File: config.mk
export PLATFORM = sky130hd
export DESIGN_NAME = bus_trace_mon
export DESIGN_NICKNAME = d
export VERILOG_FILES = /design/src/rtl/bus_trace_mon.sv
export SDC_FILE = /design/constraint.sdc
export NUM_CORES = 1
export LEC_CHECK = 0
export CAP_MARGIN = 20
export CORE_UTILIZATION = 35
export CTS_CLUSTER_DIAMETER = 200
export DETAILED_ROUTE_END_ITERATION = 7
export SLEW_MARGIN = 20
export SYNTH_ARGS = -nofsm -noshare
export SYNTH_HDL_FRONTEND = slang
export SYNTH_SLANG_ARGS = --single-unit
File: constraint.sdc
create_clock -name clk -period 5.8 [get_ports clk]
set_input_delay 1.74 -clock clk [delete_from_list [all_inputs] [get_ports clk]]
set_output_delay 1.74 -clock clk [all_outputs]
set_load 0.05 [all_outputs]
File: src/rtl/bus_trace_mon.sv
// Bus trace monitor for a 6502-style bus. It captures window-qualified bus cycles into a
// show-ahead FIFO, in free-running wrap mode or address-triggered mode, and keeps activity counters.
module bus_trace_mon #(
    parameter int ADDR_WIDTH = 16,
    parameter int DATA_WIDTH = 8,
    parameter int DEPTH      = 16,
    parameter int CNT_WIDTH  = 16,
    localparam int PTR_W     = $clog2(DEPTH),
    localparam int ENTRY_W   = ADDR_WIDTH + DATA_WIDTH + 2
) (
    input  logic                  clk,
    input  logic                  reset_n,
    input  logic                  bus_valid,
    input  logic [ADDR_WIDTH-1:0] bus_addr,
    input  logic [DATA_WIDTH-1:0] bus_data,
    input  logic                  bus_r_w_n,
    input  logic                  bus_sync,
    input  logic [ADDR_WIDTH-1:0] win_lo,
    input  logic [ADDR_WIDTH-1:0] win_hi,
    input  logic                  mode,
    input  logic [ADDR_WIDTH-1:0] trig_addr,
    input  logic [PTR_W:0]        post_count,
    input  logic                  arm,
    input  logic                  stop,
    output logic [1:0]            state,
    output logic                  rd_valid,
    input  logic                  rd_ready,
    output logic [ENTRY_W-1:0]    rd_entry,
    output logic [PTR_W:0]        fill,
    output logic                  overflow,
    output logic [CNT_WIDTH-1:0]  rd_cnt,
    output logic [CNT_WIDTH-1:0]  wr_cnt,
    output logic [CNT_WIDTH-1:0]  fetch_cnt
);

    typedef enum logic [1:0] {
        ST_IDLE    = 2'd0,
        ST_ARMED   = 2'd1,
        ST_CAPTURE = 2'd2,
        ST_DONE    = 2'd3
    } state_t;

    localparam logic [PTR_W:0]     ONE_P  = (PTR_W + 1)'(1);
    localparam logic [PTR_W:0]     FULL_P = (PTR_W + 1)'(DEPTH);
    localparam logic [PTR_W-1:0]   STEP_P = PTR_W'(1);

    state_t                 state_r, state_next_s;
    logic                   mode_r;
    logic [PTR_W:0]         remaining_r, rem_next_s;
    logic [PTR_W-1:0]       head_r, tail_r;
    logic [PTR_W:0]         fill_r;
    logic                   overflow_r;
    logic [CNT_WIDTH-1:0]   rd_cnt_r, wr_cnt_r, fetch_cnt_r;
    logic [ENTRY_W-1:0]     mem_r [DEPTH];

    logic qual_s, active_s, count_s, push_s, pop_s, full_s;
    logic wr_en_s, head_adv_s, ovf_set_s;

    function automatic logic [CNT_WIDTH-1:0] sat_inc(input logic [CNT_WIDTH-1:0] v);
        return (v == {CNT_WIDTH{1'b1}}) ? v : v + CNT_WIDTH'(1);
    endfunction

    assign qual_s   = bus_valid && (bus_addr >= win_lo) && (bus_addr <= win_hi);
    assign active_s = (state_r == ST_ARMED) || (state_r == ST_CAPTURE);
    assign count_s  = qual_s && active_s && !arm && !stop;
    assign full_s   = (fill_r == FULL_P);
    assign pop_s    = (fill_r != '0) && rd_ready;

    // In wrap mode a full FIFO makes room by dropping its oldest entry; triggered mode keeps old data.
    assign wr_en_s    = push_s && (!full_s || pop_s || !mode_r);
    assign head_adv_s = pop_s || (push_s && full_s && !mode_r);
    assign ovf_set_s  = push_s && full_s && !pop_s;

    // Next-state, trigger and post-trigger countdown decisions; arm beats stop beats capture.
    always_comb begin
        state_next_s = state_r;
        rem_next_s   = remaining_r;
        push_s       = 1'b0;
        if (arm) begin
            state_next_s = mode ? ST_ARMED : ST_CAPTURE;
            rem_next_s   = '0;
        end else if (stop && active_s) begin
            state_next_s = ST_DONE;
        end else begin
            case (state_r)
                ST_ARMED: begin
                    if (qual_s && (bus_addr == trig_addr)) begin
                        push_s = 1'b1;
                        if (post_count <= ONE_P) begin
                            state_next_s = ST_DONE;
                        end else begin
                            state_next_s = ST_CAPTURE;
                            rem_next_s   = post_count - ONE_P;
                        end
                    end else begin
                        state_next_s = ST_ARMED;
                    end
                end
                ST_CAPTURE: begin
                    if (qual_s) begin
                        push_s = 1'b1;
                        if (mode_r) begin
                            rem_next_s   = remaining_r - ONE_P;
                            state_next_s = (remaining_r == ONE_P) ? ST_DONE : ST_CAPTURE;
                        end else begin
                            state_next_s = ST_CAPTURE;
                        end
                    end else begin
                        state_next_s = ST_CAPTURE;
                    end
                end
                default: state_next_s = state_r;
            endcase
        end
    end

    // State register.
    always_ff @(posedge clk or negedge reset_n) begin
        if (!reset_n) begin
            state_r <= ST_IDLE;
        end else begin
            state_r <= state_next_s;
        end
    end

    // FIFO pointers, fill, overflow, counters and latched capture mode.
    always_ff @(posedge clk or negedge reset_n) begin
        if (!reset_n) begin
            mode_r      <= 1'b0;
            remaining_r <= '0;
            head_r      <= '0;
            tail_r      <= '0;
            fill_r      <= '0;
            overflow_r  <= 1'b0;
            rd_cnt_r    <= '0;
            wr_cnt_r    <= '0;
            fetch_cnt_r <= '0;
        end else if (arm) begin
            mode_r      <= mode;
            remaining_r <= '0;
            head_r      <= '0;
            tail_r      <= '0;
            fill_r      <= '0;
            overflow_r  <= 1'b0;
            rd_cnt_r    <= '0;
            wr_cnt_r    <= '0;
            fetch_cnt_r <= '0;
        end else begin
            remaining_r <= rem_next_s;
            if (wr_en_s) tail_r <= tail_r + STEP_P;
            if (head_adv_s) head_r <= head_r + STEP_P;
            if (wr_en_s && !head_adv_s) begin
                fill_r <= fill_r + ONE_P;
            end else if (!wr_en_s && head_adv_s) begin
                fill_r <= fill_r - ONE_P;
            end
            if (ovf_set_s) overflow_r <= 1'b1;
            if (count_s && bus_r_w_n) rd_cnt_r <= sat_inc(rd_cnt_r);
            if (count_s && !bus_r_w_n) wr_cnt_r <= sat_inc(wr_cnt_r);
            if (count_s && bus_r_w_n && bus_sync) fetch_cnt_r <= sat_inc(fetch_cnt_r);
        end
    end

    // Trace storage; stale contents are never visible because the read port is masked when empty.
    always_ff @(posedge clk) begin
        if (wr_en_s) begin
            mem_r[tail_r] <= {bus_sync, bus_r_w_n, bus_addr, bus_data};
        end
    end

    assign state     = state_r;
    assign rd_valid  = (fill_r != '0);
    assign rd_entry  = rd_valid ? mem_r[head_r] : '0;
    assign fill      = fill_r;
    assign overflow  = overflow_r;
    assign rd_cnt    = rd_cnt_r;
    assign wr_cnt    = wr_cnt_r;
    assign fetch_cnt = fetch_cnt_r;

endmodule

Word-level counts from Yosys, hierarchy flattened
Memory sizes are Yosys's and may differ from the RTL's. Cells that the tools add are included.

Memories kept: 1. Register bits after elaboration: 70. Word-level logic and storage cells: 124. Output and inout bits: 83. Bits in writable memories: 416. Memory bits (read-only): 0. Latch bits: 0. Bits of input ports: 86.

Memories: mem_r (depth 16, width 26, read ports 1, clocked after memory_dff 0, wr ports 1, RTL line 54) `logic [ENTRY_W-1:0] mem_r [DEPTH];`.

Add/sub/neg operators: 9. Reduce and logical (&&, ||, !) cells: 43. Bitwise operators: 0. Multiplexer cells: 42. Magnitude comparators: 3. Shifts and indexed selects: 0. $mul: 0. Div/mod/pow operators: 0. Eq/ne operators: 16.

Operators with widths (number): 16-bit 2-to-1 mux (9); 16-bit by 1-bit adder with 16-bit output (second input constant) (3); 16-bit == test (second input constant) (3); 5-bit 2-to-1 mux (9); 26-bit 2-to-1 mux (1); 1-bit logical AND (17); 16-bit == test (1); 16-bit >= comparator (1); 16-bit <= comparator (1); 4-bit 2-to-1 mux (4); 5-bit by 1-bit subtractor with 5-bit output (second input constant) (3); 2-bit nonzero test (6); 1-bit 2-to-1 mux (11); 2-bit 2-to-1 mux (5); 5-bit one-hot mux with 2 select lines (1); 3-bit inequality test (second input constant) (3); 4-bit by 1-bit adder with 4-bit output (second input constant) (2); 1-bit logical NOT (8); 2-bit inequality test (second input constant) (4); 2-bit AND reduction (3); 6-bit AND reduction (1); 3-bit nonzero test (2); 5-bit by 1-bit adder with 5-bit output (second input constant) (1); 5-bit by 1-bit == test with 1-bit output (second input constant) (1); 10 further kinds (13).

Logic depth before layout (Yosys ltp)
Gate-level depths: netlist (run 1).

Depth in word-level cells: 15. Gate-level depth with buffers: 17. Gate-level depth less buffers: 15.

Worst setup path after synthesis (run 1)
Ideal clock, no wire load.

Kind: input-to-reg. Start point: in win_hi[7]. End point: mem mem_r[0][0] (netlist bit), enable pin. Required time: 5316 ps. Data arrival time: 6130 ps. Setup slack: -814 ps. Stages on the path: 9. Path buffers: 0. Library setup time: 484 ps. Cells stage by stage: inv_1 > ha_1 > a21oi_2 > a311oi_1 > a211o_1 > o31ai_2 > nand4_1 > a21o_1 > nor4b_1.

Cells in the longest elaborated chain, start to end: 10. Elaborated cells on any way between the ends: 11. Those cells by class: 1 x order compare; 7 x mux; 3 x reduce/logical.

RTL lines: start: declaration (RTL line 19) `input logic [ADDR_WIDTH-1:0] win_hi,`; 16-bit <= comparator * (RTL line 63) `assign qual_s = bus_valid && (bus_addr >= win_lo) && (bus_addr <= win_hi);`; 1-bit logical AND * (RTL line 63); 1-bit logical AND (RTL line 87) `if (qual_s && (bus_addr == trig_addr)) begin`; 1-bit 2-to-1 mux (RTL line 87); 1-bit one-hot mux with 2 select lines * (RTL line 85) `case (state_r)`; 1-bit 2-to-1 mux * (RTL line 82) `end else if (stop && active_s) begin`; 1-bit 2-to-1 mux * (RTL line 79) `if (arm) begin`; 1-bit logical AND * (RTL line 70) `assign wr_en_s = push_s && (!full_s || pop_s || !mode_r);`; 1-bit 2-to-1 mux * (RTL line 166) `if (wr_en_s) begin`; 1-bit 2-to-1 mux (implied by the code) * (RTL line 167) `mem_r[tail_r] <= {bus_sync, bus_r_w_n, bus_addr, bus_data};`; end: declaration (RTL line 54).

Mark *: on every way between the ends. The rest lies on a longest branch, timed or not.

Final worst setup path (run 1)
Start point: reg head_r[0]. End point: out rd_entry[8].

Cells in the longest elaborated chain, start to end: 2.

RTL lines: start: declaration (RTL line 50) `logic [PTR_W-1:0] head_r, tail_r;`; start signal: assignment (RTL line 151) `if (head_adv_s) head_r <= head_r + STEP_P;`; memory 16 x 26 bit; 26-bit 2-to-1 mux (RTL line 173) `assign rd_entry = rd_valid ? mem_r[head_r] : '0;`; end: declaration (RTL line 28) `output logic [ENTRY_W-1:0] rd_entry,`.

Every way passes these cells.

==> flow_summary.json, run 1 <==
{
  "via_count": 12890,
  "cp-end-kind": "primary output",
  "cts_setup_buffers": 0,
  "grt_max_degree": 69,
  "clk_pin_slew_ns": 0.06,
  "yosysSeqAreaShare_pct": 67.46,
  "dr.pass1.iters": 8,
  "avgViaCountPerCell": 5.249,
  "final_common_cell": "edfxtp_1",
  "clock_path_buffers": 3,
  "p_int_uw": 6830,
  "fmax_mhz": 197.9,
  "gr-usage-met2_pct": 27.88,
  "cts_tree": "built",
  "grt-ovfl-total": 0,
  "post_drt_wl_per_cell_um": 21.05,
  "final.setup.tns_ns": 0,
  "pwr_density_cell_mw_per_mm2": 372.0,
  "numCtsBuffers": 50,
  "hold_path.class": "reg -> reg",
  "start_kind": "register",
  "clock_skew_ns": 0.01825,
  "avgSynthCellArea_um2": 15.01,
  "drt-total-wl_um": 51670,
  "grt_usage_pct": 17.13,
  "p_leak_uw": 0.008845,
  "reg2reg_slack_ns": 2.68,
  "clkSinkCount": 486,
  "area_growth_syn_to_layout_pct": 24.61,
  "violations": "DRC",
  "rsz0062_at_grt": "false",
  "place_worst_setup_slack_ns": 0.2562,
  "drive_above_1_share_pct": 14.74,
  "drtIter0Drc": 991,
  "drc": 1,
  "arrival_ns": 3.31,
  "design_area_mm2": 0.02631,
  "port_buffers": 168,
  "combPwrFrac_pct": 27.8,
  "drv_slew": 0,
  "postSynthCellCount": 1407,
  "gp_congestion": 0.8453,
  "placed_area_mm2": 0.02472,
  "fin_nets": 1778,
  "fin_crit_sh_pct": 87.14,
  "synth_top_flop_cell": "edfxtp_1",
  "p_sw_share_pct": 30.20,
  "fill_cells": 5259,
  "fin_ws_ns": 0.7461,
  "num_antenna_cells": 0,
  "rows": 89,
  "crit_path_end": "rd_entry[8]",
  "startpoint": "head_r[0]",
  "ys_types": 58,
  "utilization_pct": 44.32,
  "regArea_mm2": 0.01425,
  "antenna_found_initial": 0,
  "ys.warnings.count": 0,
  "outcome": "finished, violations left",
  "busiest_layer": "met2",
  "core_area_mm2": 0.05935,
  "htree_num_levels": 2,
  "seqPwrFrac_pct": 40.2,
  "detailed_place_hpwl_um": 31680,
  "die_area_mm2": 0.06131,
  "cap_violations": 0,
  "path_max_fanout": 46,
  "relSlewSlack_pct": 37.54,
  "dieWidth_um": 247.6,
  "clk_latency_ns": 0.59,
  "grt_pass1_vias": 13020,
  "criticalPathCategory": "reg -> out",
  "synth_area_mm2": 0.02111,
  "cts_resized": 0,
  "ys_ff_latch": 486,
  "hold_viol_final": 0,
  "worst_slew_pin_slew_ns": 0.9369,
  "start_util_pct": 35.57,
  "grt_use_met1_pct": 23.30,
  "die_h_um": 247.6,
  "timing.rr.end": "fill[4]",
  "p_clk_share_pct": 32.0,
  "async_flop_share_pct": 14.40,
  "worst_ep_required_time_ns": 4.06,
  "ant_nets": 0,
  "final_cell_mix": "edfxtp_1 (416), clkdlybuf4s50_1 (140), mux2i_1 (115)",
  "use_met3_pct": 3.449,
  "r2r-start": "fill[0]",
  "synth_nets": 1544,
  "synth_edf_count": 416,
  "ir_drop_uv": 215.3,
  "power.switching_uw": 2955,
  "period_minus_slack_ns": 5.054,
  "postCtsHoldBufs": 0,
  "grt_pass1_wl_um": 79090,
  "ff2ff_path_depth": 12,
  "io_pins": 169,
  "multi_input_area_mm2": 0.006426,
  "holdWs_ns": 0.5062,
  "clk_root_buffer_cell": "clkbuf_16",
  "setup_violations": 0
}
## state kept, by name, indices dropped and copies added (netlist names)
register     count
mem_r          416
fetch_cnt       16
rd_cnt          16
wr_cnt          16
fill             5
remaining_r      5
head_r           4
tail_r           4
state            2
mode_r           1
overflow         1
## power by group through the flow
stage                     clock (uW)  sequential (uW)  combinational [uW]
after CTS                       3200             3940                2760
after detailed placement           0             4010                2760
after global routing            3340             3940                2900
after floorplan                    0             3970                1560
final                           3130             3930                2720
after global placement             0             4010                2750
## cells by family (layout without fill, tap and decap cells)
kind of cell | Yosys count | after routing | share of synthesized area, %
multiplexers | 169 | 169 | 11.11
flip-flops | 486 | 486 | 67.46
adder cells (fa/ha/maj) | 51 | 51 | 3.058
AO/OA/AOI/OAI | 209 | 209 | 6.732
AND/OR/NAND/NOR | 322 | 322 | 7.414
XOR/XNOR | 47 | 47 | 1.950
buffers and inverters | 123 | 398 | 2.276
## worst min path at each step
stage                        start              to  slack (ns)  cells past startpoint
floorplan           remaining_r[1]  remaining_r[1]        0.54                      2
global placement          overflow        overflow        0.48                      1
detailed placement        overflow        overflow        0.49                      1
CTS                       overflow        overflow        0.51                      1
global route              overflow        overflow        0.55                      1
finish                    overflow        overflow        0.51                      1
## cell usage after synthesis, types with 10 or more instances
master    count  area [um^2]
a211oi_1     27        202.7
a21oi_1      36        180.2
and2_1       19        118.9
buf_1        16        60.06
clkbuf_1     45        168.9
dfrtp_1      70         1752
edfxtp_1    416        12490
ha_1         50        625.6
inv_1        57        214.0
mux2i_1     115         1151
mux4_2       52         1171
nand2_1      72        270.3
nand3_1      23        115.1
nand4_1      27        168.9
nor2_1      106        397.9
nor3_1       17        85.08
o21ai_0      44        220.2
o221ai_1     26        227.7
o22ai_1      26        162.7
or4_1        10        75.07
xnor2_1      32        280.3
xor2_1       15        131.4
## worst max-delay path, stage by stage, from the launching register on
cell      delay [ns]
dfrtp_4         1.04
buf_4           0.40
mux2i_1         0.11
nor2_1          0.09
nor2_1          0.05
o21ai_0         0.14
o22ai_1         0.10
a211oi_1        0.57
buf_12          0.22
## through the flow
stage               total power [uW]  std cells
global route                   10180       2455
floorplan                       5531       1407
finish                          9785       2455
CTS                             9904       2455
detailed placement              6765       2362
global placement                6757       2362
## final cells by class
type / count / area share (%)
Inverter: 57 / 0.8133
Timing Repair Buffer: 248 / 10.86
Clock inverter: 26 / 0.9797
Clock buffer: 67 / 5.075
Tap cell: 773 / 3.676
Sequential cell: 486 / 54.17
Multi-Input combinational cell: 798 / 24.43
## routing by layer
layer	share of wire [%]	up-vias
li1	-	5941
met1	44	6560
met2	48	317
met3	5.8	68
met4	2.0	0
met5	0	-
(Power assumes the default switching activity.)
==> inputs of run 2 (changes only) <==
- GPL_TIMING_DRIVEN: default -> 0
==> run 2 against run 1 <==
  * The run still ends with DRC left
  * Flip-flop and latch count is the same
  * Total power is 2.4% lower
  * Final cell count increased by 0.86%
  * Largest power group unchanged
  * Highest routed layer unchanged
  * Clock skew grew 0.0044 ns
  * Clock power up 5%
  * Wire length rose by 3.1%
  * Sequential power decreased by 2%
  * Critical path depth is 5 higher
  * Critical endpoint is now mem_r[0][6]
  * Via count increased by 0.56%
  * Hold slack hardly changed
==> flow_summary.json, run 2 (synthesized netlist as in run 1, its figures left out) <==
{
  "largest_register_ffs": 416,
  "cts_tree": "built",
  "antenna_found_initial": 0,
  "grt_use_met1_pct": 23.49,
  "grt_max_degree": 46,
  "violations": "DRC",
  "r2r-start": "state[0]",
  "hp-start": "overflow",
  "utilization_pct": 43.74,
  "clk_pin_slew_ns": 0.06,
  "die_area_mm2": 0.06131,
  "final_common_cell": "edfxtp_1",
  "relSlewSlack_pct": 29.40,
  "crit_chain": "clkdlybuf4s15_2 -> ha_1 -> nand4_1 -> a311oi_1 -> a211o_1 -> o31ai_4 -> nand4_1 -> a21o_1 -> nor4b_2 -> buf_4 -> buf_4 -> buf_2 -> buf_2",
  "largest-register": "mem_r",
  "arrival_ns": 5.92,
  "grt_usage_pct": 17.56,
  "placed_area_mm2": 0.02426,
  "htree_num_levels": 2,
  "final_cell_mix": "edfxtp_1 (416), clkdlybuf4s50_1 (125), mux2i_1 (115)",
  "ff2ff_path_depth": 10,
  "place_worst_setup_slack_ns": -1.418,
  "criticalPathCategory": "in -> reg",
  "ant_nets": 0,
  "hold_path.class": "reg -> reg",
  "fin_ws_ns": 0.1696,
  "clock_skew_ns": 0.02262,
  "slowest_delay_ns": 0.63,
  "drt-total-wl_um": 53270,
  "ir_drop_uv": 229.6,
  "clkSinkCount": 486,
  "worst_slew_pin_slew_ns": 1.059,
  "drc": 5,
  "outcome": "finished, violations left",
  "avgViaCountPerCell": 5.233,
  "rsz0062_at_grt": "false",
  "p_leak_uw": 0.008895,
  "slowest_stage": "nor4b_2",
  "fin_crit_sh_pct": 97.08,
  "drive_above_1_share_pct": 13.21,
  "clk_latency_ns": 0.60,
  "fmax_mhz": 177.6,
  "fin_nets": 1801,
  "rows": 89,
  "port_buffers": 168,
  "detailed_place_hpwl_um": 36930,
  "io_pins": 169,
  "holdPathEnd": "overflow",
  "setup_violations": 0,
  "use_met3_pct": 2.984,
  "grt_pass1_vias": 13410,
  "dr.pass1.iters": 7,
  "gr-usage-met2_pct": 29.55,
  "worst_ep_required_time_ns": 6.09,
  "reg2reg_slack_ns": 1.93,
  "final.setup.tns_ns": 0,
  "hold_viol_final": 0,
  "grt_pass1_wl_um": 80610,
  "cp_num_buf_inv": 5,
  "grt-ovfl-total": 0,
  "busiest_layer": "met2",
  "core_area_mm2": 0.05935,
  "num_antenna_cells": 0,
  "timing.rr.end": "mem_r[0][6]",
  "numCtsBuffers": 51,
  "post_drt_wl_per_cell_um": 21.52,
  "period_minus_slack_ns": 5.630,
  "path_max_fanout": 19,
  "cp-end-kind": "register",
  "area_growth_syn_to_layout_pct": 22.96,
  "gp_congestion": 0.8161,
  "cap_violations": 0,
  "start_kind": "primary input",
  "hold_depth": 1,
  "design_area_mm2": 0.02596,
  "clock_path_buffers": 3,
  "die_h_um": 247.6,
  "cts_setup_buffers": 0,
  "crit_family": "buffers and inverters",
  "drv_slew": 0,
  "dieWidth_um": 247.6,
  "drtIter0Drc": 894,
  "via_count": 12960,
  "pwr_density_cell_mw_per_mm2": 367.9,
  "clk_root_buffer_cell": "clkbuf_16",
  "start_util_pct": 35.57
}
[run 2: how the worst max path moves through the flow]
stage                  from           end  slack, ns  cells after the start
4_1_cts        bus_addr[12]       fill[4]      -0.17                     17
2_1_floorplan     win_hi[7]   mem_r[0][0]      -0.81                      9
6_report       bus_addr[13]   mem_r[0][6]       0.17                     13
3_5_place_dp   bus_addr[14]       fill[4]      -1.42                     17
3_3_place_gp   bus_addr[15]  mem_r[0][10]      -6.62                      8
5_1_grt           head_r[0]  rd_entry[25]      0.003                      8
[run 2: per-layer routing]
metal  wire length (um)  vias up
met2              26000      308
met3               3020       65
met1              23310     6601
met4                935        0
li1                   -     5984
met5                  0        -
[run 2: repair_timing]
action | CTS | global route
resized for setup | 62 | 42
endpoints found under the hold margin | 0 | 0
hold buffers | 0 | 0
setup endpoints to repair | 424 | 39
[run 2: worst reg2reg max path, stage by stage (launching register included)]
cell and delay [ns]:
dfrtp_1 0.41, inv_1 0.06, ha_1 0.31, nor3_1 0.58, nand4_1 0.34, a21o_1 0.36
nor4b_2 0.63, buf_4 0.28, buf_4 0.17, buf_2 0.21, buf_2 0.22
[run 2: where the power goes]
part	internal, uW	switching [uW]
registers	3820	35.0
logic	849	1540
clock network	1950	1360
[run 2: layout make-up]
| cell class | instances | area, um^2 |
|---|---|---|
| inverter | 57 | 214.0 |
| clock buffer | 62 | 1328 |
| clock inverter | 30 | 349.1 |
| sequential | 486 | 14240 |
| fill | 5248 | 33390 |
| timing repair buffer | 204 | 2077 |
| buffer | 66 | 324.1 |
| multi-input combinational | 798 | 6457 |
| tap | 773 | 967.2 |
[run 2: metrics by stage]
step / hold WS (ns) / instances / power (uW)
after CTS: 0.5136 / 2476 / 9659
after global routing: 0.5251 / 2476 / 9921
after global placement: 0.4805 / 2348 / 6382
final: 0.5061 / 2476 / 9551
after detailed placement: 0.4943 / 2384 / 6411
after floorplan: 0.5363 / 1407 / 5531
==> inputs of run 3 (changes only) <==
- CORE_UTILIZATION: 35 -> 58
- PLACE_DENSITY: default -> 0.8
- REMOVE_ABC_BUFFERS: default -> 1
- SKIP_LAST_GASP: default -> 1
==> run 3 against run 2 <==
  * The flow still finishes with violations (DRC)
  * Hold slack gained 0.0077 ns
  * Sequential power grew 2%
  * Clock power shrank 12%
  * Combinational power is essentially flat
  * Sequential share of layout area grew 1.5 points
  * Fmax grew 0.23%
  * Global-route usage grew 10 points
  * Critical path depth shrank 5
  * Flip-flop and latch count is the same
  * Final area shrank 2.6%
  * Critical path type is now reg -> out
  * Largest cell class unchanged
==> flow_summary.json, run 3 (synthesized netlist as in run 1, its figures left out) <==
{
  "path_max_fanout": 52,
  "grt_pass1_vias": 13310,
  "cts_tree": "built",
  "stdcell_count": 2106,
  "drv_slew": 0,
  "detailed_place_hpwl_um": 31040,
  "crit_family": "buffers and inverters",
  "final_common_cell": "edfxtp_1",
  "numCtsBuffers": 48,
  "hp-start": "overflow",
  "startpoint": "head_r[1]",
  "grt-ovfl-total": 0,
  "cap_violations": 0,
  "grt_pass1_wl_um": 75930,
  "io_pins": 169,
  "drive_above_1_share_pct": 12.48,
  "slowest_delay_ns": 0.89,
  "drt-total-wl_um": 49780,
  "grt_use_met1_pct": 36.80,
  "clk_root_buffer_cell": "clkbuf_16",
  "dp.cells": 2014,
  "fin_ws_ns": 0.1824,
  "avgViaCountPerCell": 6.288,
  "hold_viol_final": 0,
  "ant_nets": 0,
  "dieWidth_um": 192.8,
  "setup_violations": 0,
  "period_minus_slack_ns": 5.618,
  "outcome": "finished, violations left",
  "worst_ep_required_time_ns": 4.06,
  "place_worst_setup_slack_ns": -1.223,
  "criticalPathCategory": "reg -> out",
  "ir_drop_uv": 229.4,
  "final.setup.tns_ns": 0,
  "postCtsHoldBufs": 0,
  "largest-register": "mem_r",
  "grt_max_degree": 70,
  "total_power_uw": 9193,
  "relSlewSlack_pct": 40.55,
  "largest_register_ffs": 416,
  "port_buffers": 168,
  "cp-end-kind": "primary output",
  "crit_chain": "buf_12 -> nand2_4 -> nor2_1 -> nor2_1 -> o21ai_0 -> o22ai_1 -> a211oi_1 -> clkdlybuf4s50_1",
  "busiest_layer": "met2",
  "r2r-start": "state[0]",
  "start_util_pct": 59.21,
  "clk_latency_ns": 0.57,
  "fmax_mhz": 178.0,
  "slowest_stage": "clkdlybuf4s50_1",
  "clock_skew_ns": 0.02213,
  "cp_num_buf_inv": 2,
  "use_met3_pct": 4.728,
  "clkSinkCount": 486,
  "dr.pass1.iters": 7,
  "core_area_mm2": 0.03566,
  "p_leak_uw": 0.008683,
  "pwr_density_cell_mw_per_mm2": 363.5,
  "area_growth_syn_to_layout_pct": 19.79,
  "fin_crit_sh_pct": 96.86,
  "grt_usage_pct": 27.52,
  "post_drt_wl_per_cell_um": 23.64,
  "arrival_ns": 3.88,
  "fin_nets": 1742,
  "htree_num_levels": 2,
  "drtIter0Drc": 1244,
  "rsz0062_at_grt": "false",
  "utilization_pct": 70.93,
  "hold_path.class": "reg -> reg",
  "worst_slew_pin_slew_ns": 0.8850,
  "drc": 14,
  "violations": "DRC",
  "clock_path_buffers": 3,
  "start_kind": "register",
  "antenna_found_initial": 2,
  "via_count": 13240,
  "rows": 69,
  "die_area_mm2": 0.03717,
  "gp_congestion": 0.7956,
  "die_h_um": 192.8,
  "clk_pin_slew_ns": 0.06,
  "critPathMostFrequentCell": "nor2_1",
  "final_cell_mix": "edfxtp_1 (416), clkdlybuf4s50_1 (144), mux2i_1 (115)",
  "gr-usage-met2_pct": 45.74
}
==> run 3: changes by cell type in the layout (fill, tap and decap cells not counted), sizes merged <==
cell,before,now
buf,52,48
bufinv,7,2
clkbuf,119,75
clkdlybuf4s15,10,0
clkdlybuf4s18,1,0
clkdlybuf4s50,125,144
clkinv,19,17
diode,0,2
dlygate4sd1,2,0
dlygate4sd2,14,1
dlymetal6s2s,9,12
inv,61,60
==> run 3: layout make-up <==
class                           count  area [um^2]
Timing Repair Buffer              214         2271
Inverter                           57        214.0
Clock inverter                     22        182.7
Multi-Input combinational cell    798         6506
Clock buffer                       66         1279
Tap cell                          461        576.8
Fill cell                        2223        10360
Antenna cell                        2        5.005
Sequential cell                   486        14260
==> run 3: report_power, final <==
group	switching [uW]	total (uW)	internal, uW
logic	1430	2380	944
registers	84.3	3910	3820
clock network	1270	2910	1640
total	2790	9190	6410
==> run 3: final timing paths <==
kind                                   to  slack, ns  cells past startpoint
max                          rd_entry[21]       0.18                      8
min                              overflow       0.51                      1
max reg2reg                   mem_r[3][6]       1.87                     10
min reg2reg                      overflow       0.51                      1
max in group asynchronous  remaining_r[1]       4.06                      2
min in group asynchronous    fetch_cnt[1]       1.16                      1
==> run 3: repair_timing <==
item | in CTS | in global routing
buffers inserted | 1 | 0
endpoints found under the setup margin | 358 | 59
gates resized for setup | 15 | 32
==> run 3: worst reg2reg max path: stages, from the launching register on <==
cell     delay, ns
dfrtp_1       0.41
inv_1         0.06
ha_1          0.31
nor3_1        0.72
nand4_1       0.36
a21o_1        0.40
nor4b_4       0.48
buf_2         0.31
buf_2         0.23
buf_4         0.18
buf_4         0.17
==> run 3: metal layers <==
| metal | share of wire (%) | wire [um] |
|---|---|---|
| met3 | 8.4 | 4175 |
| met5 | 0 | 0 |
| met1 | 39 | 19430 |
| met2 | 49 | 24600 |
| met4 | 3.2 | 1571 |
==> run 3: per-stage QoR <==
stage / area [um^2] / hold WS (ns)
2_1_floorplan: 20850 / 0.5284
4_1_cts: 25260 / 0.5125
3_3_place_gp: 23100 / 0.4750
3_5_place_dp: 23760 / 0.4854
6_report: 25290 / 0.5138
5_1_grt: 25290 / 0.5211
